$ cat src/rtl/alu_decode_stage.sv
// alu_decode_stage: registered RV32 OP / OP-IMM decoder feeding alu_core.
// Holds up to two decoded entries (main + skid) so that in_ready can be a
// registered signal while still sustaining one instruction per cycle.
// Optional Zbb decoding is enabled by defining ALU_DECODE_ZBB_EN; without it
// every Zbb encoding decodes as illegal.

module alu_decode_stage #(
    parameter int unsigned SKID_EN_DEPTH = 2,
    parameter logic [4:0]  NOP_SEL       = 5'h0F
) (
    input  logic        clk,
    input  logic        rst_n,
    input  logic        flush,
    input  logic        in_valid,
    output logic        in_ready,
    input  logic [31:0] in_instr,
    output logic        out_valid,
    input  logic        out_ready,
    output logic [4:0]  out_alu_sel,
    output logic [4:0]  out_rs1,
    output logic [4:0]  out_rs2,
    output logic [4:0]  out_rd,
    output logic        out_use_imm,
    output logic [31:0] out_imm,
    output logic        out_illegal
);

    localparam logic [6:0] OPC_OP    = 7'b0110011;
    localparam logic [6:0] OPC_OPIMM = 7'b0010011;

    localparam logic [4:0] SEL_AND  = 5'h00;
    localparam logic [4:0] SEL_OR   = 5'h01;
    localparam logic [4:0] SEL_ADD  = 5'h02;
    localparam logic [4:0] SEL_XOR  = 5'h03;
    localparam logic [4:0] SEL_SLL  = 5'h04;
    localparam logic [4:0] SEL_SRL  = 5'h05;
    localparam logic [4:0] SEL_SUB  = 5'h06;
    localparam logic [4:0] SEL_SRA  = 5'h07;
    localparam logic [4:0] SEL_SLT  = 5'h08;
    localparam logic [4:0] SEL_SLTU = 5'h09;
`ifdef ALU_DECODE_ZBB_EN
    localparam logic [4:0] SEL_ROL   = 5'h0D;
    localparam logic [4:0] SEL_ROR   = 5'h0E;
    localparam logic [4:0] SEL_ANDN  = 5'h10;
    localparam logic [4:0] SEL_ORN   = 5'h11;
    localparam logic [4:0] SEL_XNOR  = 5'h12;
    localparam logic [4:0] SEL_CLZ   = 5'h13;
    localparam logic [4:0] SEL_CTZ   = 5'h14;
    localparam logic [4:0] SEL_CPOP  = 5'h15;
    localparam logic [4:0] SEL_MIN   = 5'h16;
    localparam logic [4:0] SEL_MAX   = 5'h17;
    localparam logic [4:0] SEL_SEXTB = 5'h18;
    localparam logic [4:0] SEL_SEXTH = 5'h19;
    localparam logic [4:0] SEL_ZEXTH = 5'h1A;
    localparam logic [4:0] SEL_ORCB  = 5'h1B;
    localparam logic [4:0] SEL_REV8  = 5'h1C;
    localparam logic [4:0] SEL_MINU  = 5'h1D;
    localparam logic [4:0] SEL_MAXU  = 5'h1E;
`endif

    // Operand shape of a legal instruction: register-register, register-
    // immediate, or single-source (unary Zbb ops ignore both rs2 and imm).
    typedef enum logic [1:0] {
        FORM_REG,
        FORM_IMM,
        FORM_UNARY
    } form_e;

    typedef struct packed {
        logic [4:0]  alu_sel;
        logic [4:0]  rs1;
        logic [4:0]  rs2;
        logic [4:0]  rd;
        logic        use_imm;
        logic [31:0] imm;
        logic        illegal;
    } entry_t;

    // Only the two-entry arrangement is implemented.
    if (SKID_EN_DEPTH != 2) begin : g_depth_unsupported
        $error("alu_decode_stage: SKID_EN_DEPTH must be 2");
    end

    logic [6:0] w_opcode;
    logic [2:0] w_funct3;
    logic [6:0] w_funct7;
    logic [4:0] w_rs2;
    logic [4:0] w_sel;
    logic       w_legal;
    form_e      w_form;
    entry_t     w_dec;
    logic       w_accept;
    logic       w_deq;

    entry_t     r_main;
    entry_t     r_skid;
    logic       r_main_valid;
    logic       r_skid_valid;

    assign w_opcode = in_instr[6:0];
    assign w_funct3 = in_instr[14:12];
    assign w_funct7 = in_instr[31:25];
    assign w_rs2    = in_instr[24:20];

    // Classify the incoming word: pick the alu_sel code, legality and operand form.
    always_comb begin
        w_sel   = NOP_SEL;
        w_legal = 1'b0;
        w_form  = FORM_REG;
        case (w_opcode)
            OPC_OP: begin
                w_form = FORM_REG;
                if (w_funct7 == 7'b0000000) begin
                    w_legal = 1'b1;
                    case (w_funct3)
                        3'b000:  w_sel = SEL_ADD;
                        3'b001:  w_sel = SEL_SLL;
                        3'b010:  w_sel = SEL_SLT;
                        3'b011:  w_sel = SEL_SLTU;
                        3'b100:  w_sel = SEL_XOR;
                        3'b101:  w_sel = SEL_SRL;
                        3'b110:  w_sel = SEL_OR;
                        default: w_sel = SEL_AND;
                    endcase
                end else if (w_funct7 == 7'b0100000) begin
                    case (w_funct3)
                        3'b000: begin w_sel = SEL_SUB;  w_legal = 1'b1; end
                        3'b101: begin w_sel = SEL_SRA;  w_legal = 1'b1; end
`ifdef ALU_DECODE_ZBB_EN
                        3'b111: begin w_sel = SEL_ANDN; w_legal = 1'b1; end
                        3'b110: begin w_sel = SEL_ORN;  w_legal = 1'b1; end
                        3'b100: begin w_sel = SEL_XNOR; w_legal = 1'b1; end
`endif
                        default: ;
                    endcase
                end
`ifdef ALU_DECODE_ZBB_EN
                else if (w_funct7 == 7'b0000101) begin
                    case (w_funct3)
                        3'b100: begin w_sel = SEL_MIN;  w_legal = 1'b1; end
                        3'b101: begin w_sel = SEL_MINU; w_legal = 1'b1; end
                        3'b110: begin w_sel = SEL_MAX;  w_legal = 1'b1; end
                        3'b111: begin w_sel = SEL_MAXU; w_legal = 1'b1; end
                        default: ;
                    endcase
                end else if (w_funct7 == 7'b0110000) begin
                    case (w_funct3)
                        3'b001: begin w_sel = SEL_ROL; w_legal = 1'b1; end
                        3'b101: begin w_sel = SEL_ROR; w_legal = 1'b1; end
                        default: ;
                    endcase
                end else if (w_funct7 == 7'b0000100 && w_funct3 == 3'b100 && w_rs2 == 5'd0) begin
                    w_sel   = SEL_ZEXTH;
                    w_legal = 1'b1;
                    w_form  = FORM_UNARY;
                end
`endif
            end
            OPC_OPIMM: begin
                w_form = FORM_IMM;
                case (w_funct3)
                    3'b000: begin w_sel = SEL_ADD;  w_legal = 1'b1; end
                    3'b010: begin w_sel = SEL_SLT;  w_legal = 1'b1; end
                    3'b011: begin w_sel = SEL_SLTU; w_legal = 1'b1; end
                    3'b100: begin w_sel = SEL_XOR;  w_legal = 1'b1; end
                    3'b110: begin w_sel = SEL_OR;   w_legal = 1'b1; end
                    3'b111: begin w_sel = SEL_AND;  w_legal = 1'b1; end
                    3'b001: begin
                        if (w_funct7 == 7'b0000000) begin
                            w_sel   = SEL_SLL;
                            w_legal = 1'b1;
                        end
`ifdef ALU_DECODE_ZBB_EN
                        else if (in_instr[31:20] == 12'h600) begin
                            w_sel = SEL_CLZ;   w_legal = 1'b1; w_form = FORM_UNARY;
                        end else if (in_instr[31:20] == 12'h601) begin
                            w_sel = SEL_CTZ;   w_legal = 1'b1; w_form = FORM_UNARY;
                        end else if (in_instr[31:20] == 12'h602) begin
                            w_sel = SEL_CPOP;  w_legal = 1'b1; w_form = FORM_UNARY;
                        end else if (in_instr[31:20] == 12'h604) begin
                            w_sel = SEL_SEXTB; w_legal = 1'b1; w_form = FORM_UNARY;
                        end else if (in_instr[31:20] == 12'h605) begin
                            w_sel = SEL_SEXTH; w_legal = 1'b1; w_form = FORM_UNARY;
                        end
`endif
                    end
                    default: begin
                        if (w_funct7 == 7'b0000000) begin
                            w_sel   = SEL_SRL;
                            w_legal = 1'b1;
                        end else if (w_funct7 == 7'b0100000) begin
                            w_sel   = SEL_SRA;
                            w_legal = 1'b1;
                        end
`ifdef ALU_DECODE_ZBB_EN
                        else if (w_funct7 == 7'b0110000) begin
                            w_sel   = SEL_ROR;
                            w_legal = 1'b1;
                        end else if (in_instr[31:20] == 12'h287) begin
                            w_sel = SEL_ORCB; w_legal = 1'b1; w_form = FORM_UNARY;
                        end else if (in_instr[31:20] == 12'h698) begin
                            w_sel = SEL_REV8; w_legal = 1'b1; w_form = FORM_UNARY;
                        end
`endif
                    end
                endcase
            end
            default: ;
        endcase
    end

    // Assemble the output entry; illegal words collapse to a NOP with zeroed fields.
    always_comb begin
        w_dec         = '0;
        w_dec.alu_sel = NOP_SEL;
        w_dec.illegal = 1'b1;
        if (w_legal) begin
            w_dec.alu_sel = w_sel;
            w_dec.illegal = 1'b0;
            w_dec.rd      = in_instr[11:7];
            w_dec.rs1     = in_instr[19:15];
            case (w_form)
                FORM_REG: w_dec.rs2 = w_rs2;
                FORM_IMM: begin
                    w_dec.use_imm = 1'b1;
                    w_dec.imm     = {{20{in_instr[31]}}, in_instr[31:20]};
                end
                default: ;
            endcase
        end
    end

    assign in_ready = !r_skid_valid;
    assign w_accept = in_valid & in_ready;
    assign w_deq    = r_main_valid & out_ready;

    // Main/skid occupancy: flush wins, then dequeue refills main from skid or input.
    always_ff @(posedge clk or negedge rst_n) begin
        if (!rst_n) begin
            r_main_valid   <= 1'b0;
            r_skid_valid   <= 1'b0;
            r_main         <= '0;
            r_main.alu_sel <= NOP_SEL;
            r_skid         <= '0;
            r_skid.alu_sel <= NOP_SEL;
        end else if (flush) begin
            r_main_valid <= 1'b0;
            r_skid_valid <= 1'b0;
        end else if (w_deq) begin
            if (r_skid_valid) begin
                r_main       <= r_skid;
                r_skid_valid <= 1'b0;
            end else if (w_accept) begin
                r_main <= w_dec;
            end else begin
                r_main_valid <= 1'b0;
            end
        end else if (w_accept) begin
            if (!r_main_valid) begin
                r_main       <= w_dec;
                r_main_valid <= 1'b1;
            end else begin
                r_skid       <= w_dec;
                r_skid_valid <= 1'b1;
            end
        end
    end

    assign out_valid   = r_main_valid;
    assign out_alu_sel = r_main.alu_sel;
    assign out_rs1     = r_main.rs1;
    assign out_rs2     = r_main.rs2;
    assign out_rd      = r_main.rd;
    assign out_use_imm = r_main.use_imm;
    assign out_imm     = r_main.imm;
    assign out_illegal = r_main.illegal;

endmodule

$ cat config.mk
export PLATFORM = sky130hd
export DESIGN_NAME = alu_decode_stage
export DESIGN_NICKNAME = d
export VERILOG_FILES = /design/src/rtl/alu_decode_stage.sv
export SDC_FILE = /design/constraint.sdc
export NUM_CORES = 1
export LEC_CHECK = 0
export ABC_CLOCK_PERIOD_IN_PS = 2100
export CELL_PAD_IN_SITES_DETAIL_PLACEMENT = 1
export CELL_PAD_IN_SITES_GLOBAL_PLACEMENT = 2
export CORE_ASPECT_RATIO = 0.6
export CORE_UTILIZATION = 28
export DETAILED_ROUTE_END_ITERATION = 10
export HOLD_SLACK_MARGIN = 0.1
export PLACE_DENSITY = 0.87
export SYNTH_ARGS = -nofsm -noshare
export SYNTH_HDL_FRONTEND = slang
export SYNTH_SLANG_ARGS = --single-unit
export TNS_END_PERCENT = 20
$ cat constraint.sdc
create_clock -name clk -period 2.1 [get_ports clk]
set_input_delay 0.42 -clock clk [delete_from_list [all_inputs] [get_ports clk]]
set_output_delay 0.42 -clock clk [all_outputs]
set_load 0.01 [all_outputs]
==> flow_metrics.py <==
metrics = {
    "cts": {
        "tritoncts": "built",
        "insertion_delay_ns": 0.34,
        "clk_root_buffer_cell": "sky130_fd_sc_hd__clkbuf_16",
        "clkSlewWorstSetupHoldPaths_ns": 0.06,
        "clock_sinks": 68,
        "numCtsBuffers": 9,
        "ctsLongestPathBuffers": 2,
        "ctsHtreeMaxLevel": 3,
    },
    "placed_design": {
        "hpwl_um": 7500,
        "buffer_ports.inserted": 91,
        "routability_cong": 0.895,
    },
    "yosys": {
        "dominant_combinational_cell_family_by_area_after_synthesis": "simple AND/OR/NAND/NOR gates",
        "synth_compound_gate_area_share_pct": 18.3,
        "yosys.area_share.xor_xnor_pct": 0,
        "simple_gate_fraction_of_synth_area_pct": 21.9,
        "ys_ff_latch": 68,
        "yosys.area.top_type": "sky130_fd_sc_hd__dfrtp_1",
        "synth-seq-area-share_pct": 50.6,
        "top_cells_by_area_synth": "sky130_fd_sc_hd__dfrtp_1, sky130_fd_sc_hd__nand2_1, sky130_fd_sc_hd__dfstp_2",
        "async_reset_ff_share_pct": 100,
        "synth.net_count": 410,
        "post_synth_instance_area_mm2": 0.00338,
        "synth_enable_flop_cells": 0,
        "synthDominantCellAreaShare_pct": 44.4,
        "synth_mux_area_share_pct": 0,
        "post_synth_inst_count": 373,
        "synthTopCellsByCount": "sky130_fd_sc_hd__dfrtp_1, sky130_fd_sc_hd__nand2_1, sky130_fd_sc_hd__nor2_1",
        "yosysWarningCount": 0,
        "syn_avg_cell_area_um2": 9.07,
        "ys_types": 42,
        "yosys.area_share.adder_pct": 0.296,
        "synth_top_flop_cell": "sky130_fd_sc_hd__dfrtp_1",
    },
    "critical_path": {
        "critPathMaxStageDelay_ns": 0.61,
        "r2r.worst_path.cells": 5,
        "timing_worst_setup_path_type": "input pin to flip-flop",
        "critical_path.max_fanout": 23,
        "path_cells": "clkdlybuf4s50_1, nor2b_1, or4_1, buf_12, a221oi_1, nor2_1",
        "end_kind": "flip-flop",
        "regToRegEndpoint": "out_rs2[2]",
        "critPathArrivalTime_ns": 2.22,
        "crit-reg2reg-launch": "r_skid_valid",
        "timing.reg2reg.setup_slack_ns": 0.17,
        "slowest_library_cell_on_the_worst_path": "sky130_fd_sc_hd__clkdlybuf4s50_1",
        "worst_ep_required_ns": 2.31,
        "startpoint_type": "input pin",
        "worst_setup_path_startpoint": "out_ready",
        "crit_path_end": "out_rs2[2]",
    },
    "die": {
        "row_count": 30,
        "core_area_mm2": 0.0115,
        "top_level_ports": 93,
        "die_h_um": 87.1,
        "initial_core_util_pct": 29.3,
        "floorplan.die_area_mm2": 0.0125,
        "fp.dieW_um": 144,
    },
    "pwr": {
        "ir_worst_vdd_v": 0.000412,
        "p_per_area_mw_per_mm2": 802,
        "leakage_uw": 0.00205,
        "overall_power_of_the_completed_layout_uw": 3940,
    },
    "layout": {
        "final_layout_size_suffix_gt1_share_pct": 15.8,
        "synth_to_layout_area_growth_pct": 45.2,
        "fillerInstances": 1327,
        "insertedDiodeCount": 0,
        "num-nets-final": 506,
    },
    "timing": {
        "finalCritPeriodShare_pct": 95.7,
        "finalMaxSlewViolations": 0,
        "final_worst_path_period_need_ns": 2.01,
        "max_freq_mhz": 497,
        "hold_viol": 0,
        "hold-worst-slack_ns": 0.454,
        "fin_setup_tns_ns": 0,
        "finalSetupViolCount": 0,
        "finClkSkew_ns": 0.00870,
    },
    "route": {
        "num_vias": 3144,
        "avgRoutedWirePerCell_um": 17.1,
        "detail_route.iter0.violations": 133,
        "drtPass1Iterations": 4,
        "average_via_count_per_standard_cell": 4.96,
        "antenna_left": 0,
        "detail_route.wirelength_um": 10800,
        "route.detailed.drc": 0,
    },
    "job": {
        "maxCapViolations": 0,
    },
    "global_routing": {
        "grt_first_pass_wirelength_um": 17600,
        "vias_in_the_first_global_route": 3403,
        "gr-usage-all-layers_pct": 18.5,
        "final_global_route_overflow_total": 0,
        "grt_max_degree": 53,
        "grt_antenna_before_repair": 0,
    },
    "run_status": {
        "outcome": "completed",
    },
    "min_path": {
        "worst_min_delay_path_class": "flip-flop to flip-flop",
    },
}
[area by class of cell]
| class | instances | area (µm²) | share of cell area [%] |
|---|---|---|---|
| timing repair buffer | 133 | 1320 | 27.0 |
| clock inverter | 6 | 41.3 | 0.841 |
| inverter | 4 | 15.0 | 0.306 |
| sequential | 68 | 1710 | 34.9 |
| tap | 160 | 200 | 4.08 |
| multi-input combinational | 253 | 1390 | 28.3 |
| clock buffer | 10 | 229 | 4.66 |
[stage by stage]
stage               utilization (%)  instances  area (µm²)  setup WS, ns
global route                   42.6        634        4910     -0.000971
CTS                            42.6        633        4900        0.0676
detailed placement             40.1        616        4620        -0.275
finish                         42.6        634        4910        0.0895
global placement               40.1        616        4620        -0.192
floorplan                         -        373        3380         0.332
[critical path, delay by kind of cell]
| family | cells | cell delay [ns] |
|---|---|---|
| compound gates | 1 | 0.26 |
| buf+inv | 2 | 0.80 |
| simple gates | 3 | 0.73 |
[cell families after synthesis]
kind of cell | Yosys count
compound gates | 98
fa+ha+maj | 1
buf+inv | 52
flops | 68
other cells | 1
simple gates | 153
[worst min path at each step]
stage	slack, ns	to	cells after the start	from
after floorplan	0.12	out_illegal	0	rst_n
after global placement	0.36	out_valid	1	rst_n
after detailed placement	0.38	out_valid	1	rst_n
after CTS	0.46	r_skid[50]	2	r_skid[50]
after global routing	0.49	r_skid[50]	2	r_skid[50]
final	0.45	r_skid[50]	2	r_skid[50]
[routing by layer]
metal / wire, µm / part of all wire [%] / track usage [%]
met1: 5280 / 49 / 25.1
met2: 4750 / 44 / 29.3
met3: 705 / 6.5 / 5.22
met4: 82 / 0.76 / 4.06
met5: 0 / 0 / 0
[power by group]
part           internal, µW  leakage [µW]  total (µW)  switching (µW)
Clock                   796      0.000124        1380             581
Sequential             1490      0.000858        1590             107
Combinational           543       0.00107         971             429
Total                  2820       0.00205        3940            1120
[layout by cell type (no fill, tap or decap), types with 4 or more instances in the layout]
| cell | synthesis | routed |
|---|---|---|
| sky130_fd_sc_hd__clkdlybuf4s50_1 | 0 | 90 |
| sky130_fd_sc_hd__o21ai_0 | 6 | 6 |
| sky130_fd_sc_hd__buf_4 | 22 | 33 |
| sky130_fd_sc_hd__inv_1 | 4 | 4 |
| sky130_fd_sc_hd__buf_12 | 0 | 8 |
| sky130_fd_sc_hd__dfrtp_1 | 60 | 59 |
| sky130_fd_sc_hd__nor2b_1 | 4 | 4 |
| sky130_fd_sc_hd__a21oi_1 | 40 | 40 |
| sky130_fd_sc_hd__a31oi_1 | 4 | 4 |
| sky130_fd_sc_hd__a32oi_1 | 11 | 11 |
| sky130_fd_sc_hd__nor2_1 | 41 | 41 |
| sky130_fd_sc_hd__clkbuf_16 | 0 | 9 |
| sky130_fd_sc_hd__a22o_1 | 5 | 5 |
| sky130_fd_sc_hd__dfstp_2 | 8 | 8 |
| sky130_fd_sc_hd__o21ai_1 | 14 | 14 |
| sky130_fd_sc_hd__a221oi_1 | 6 | 6 |
| sky130_fd_sc_hd__nand3_1 | 29 | 29 |
| sky130_fd_sc_hd__nand2_1 | 60 | 60 |
[registers in the layout (all words and copies together) (netlist names)]
signal        count
r_skid           33
out_illegal       1
r_skid_valid      1
out_use_imm       1
out_valid         1
out_imm          12
out_rd            5
out_rs1           5
out_rs2           5
out_alu_sel       4
[timing repair]
item,CTS,global route
hold buffers,1,0
pin swaps,0,1
resized for setup,1,0
setup buffers,0,1
endpoints found under the hold margin,16,0
endpoints found under the setup margin,21,7
(Power assumes the default switching activity.)
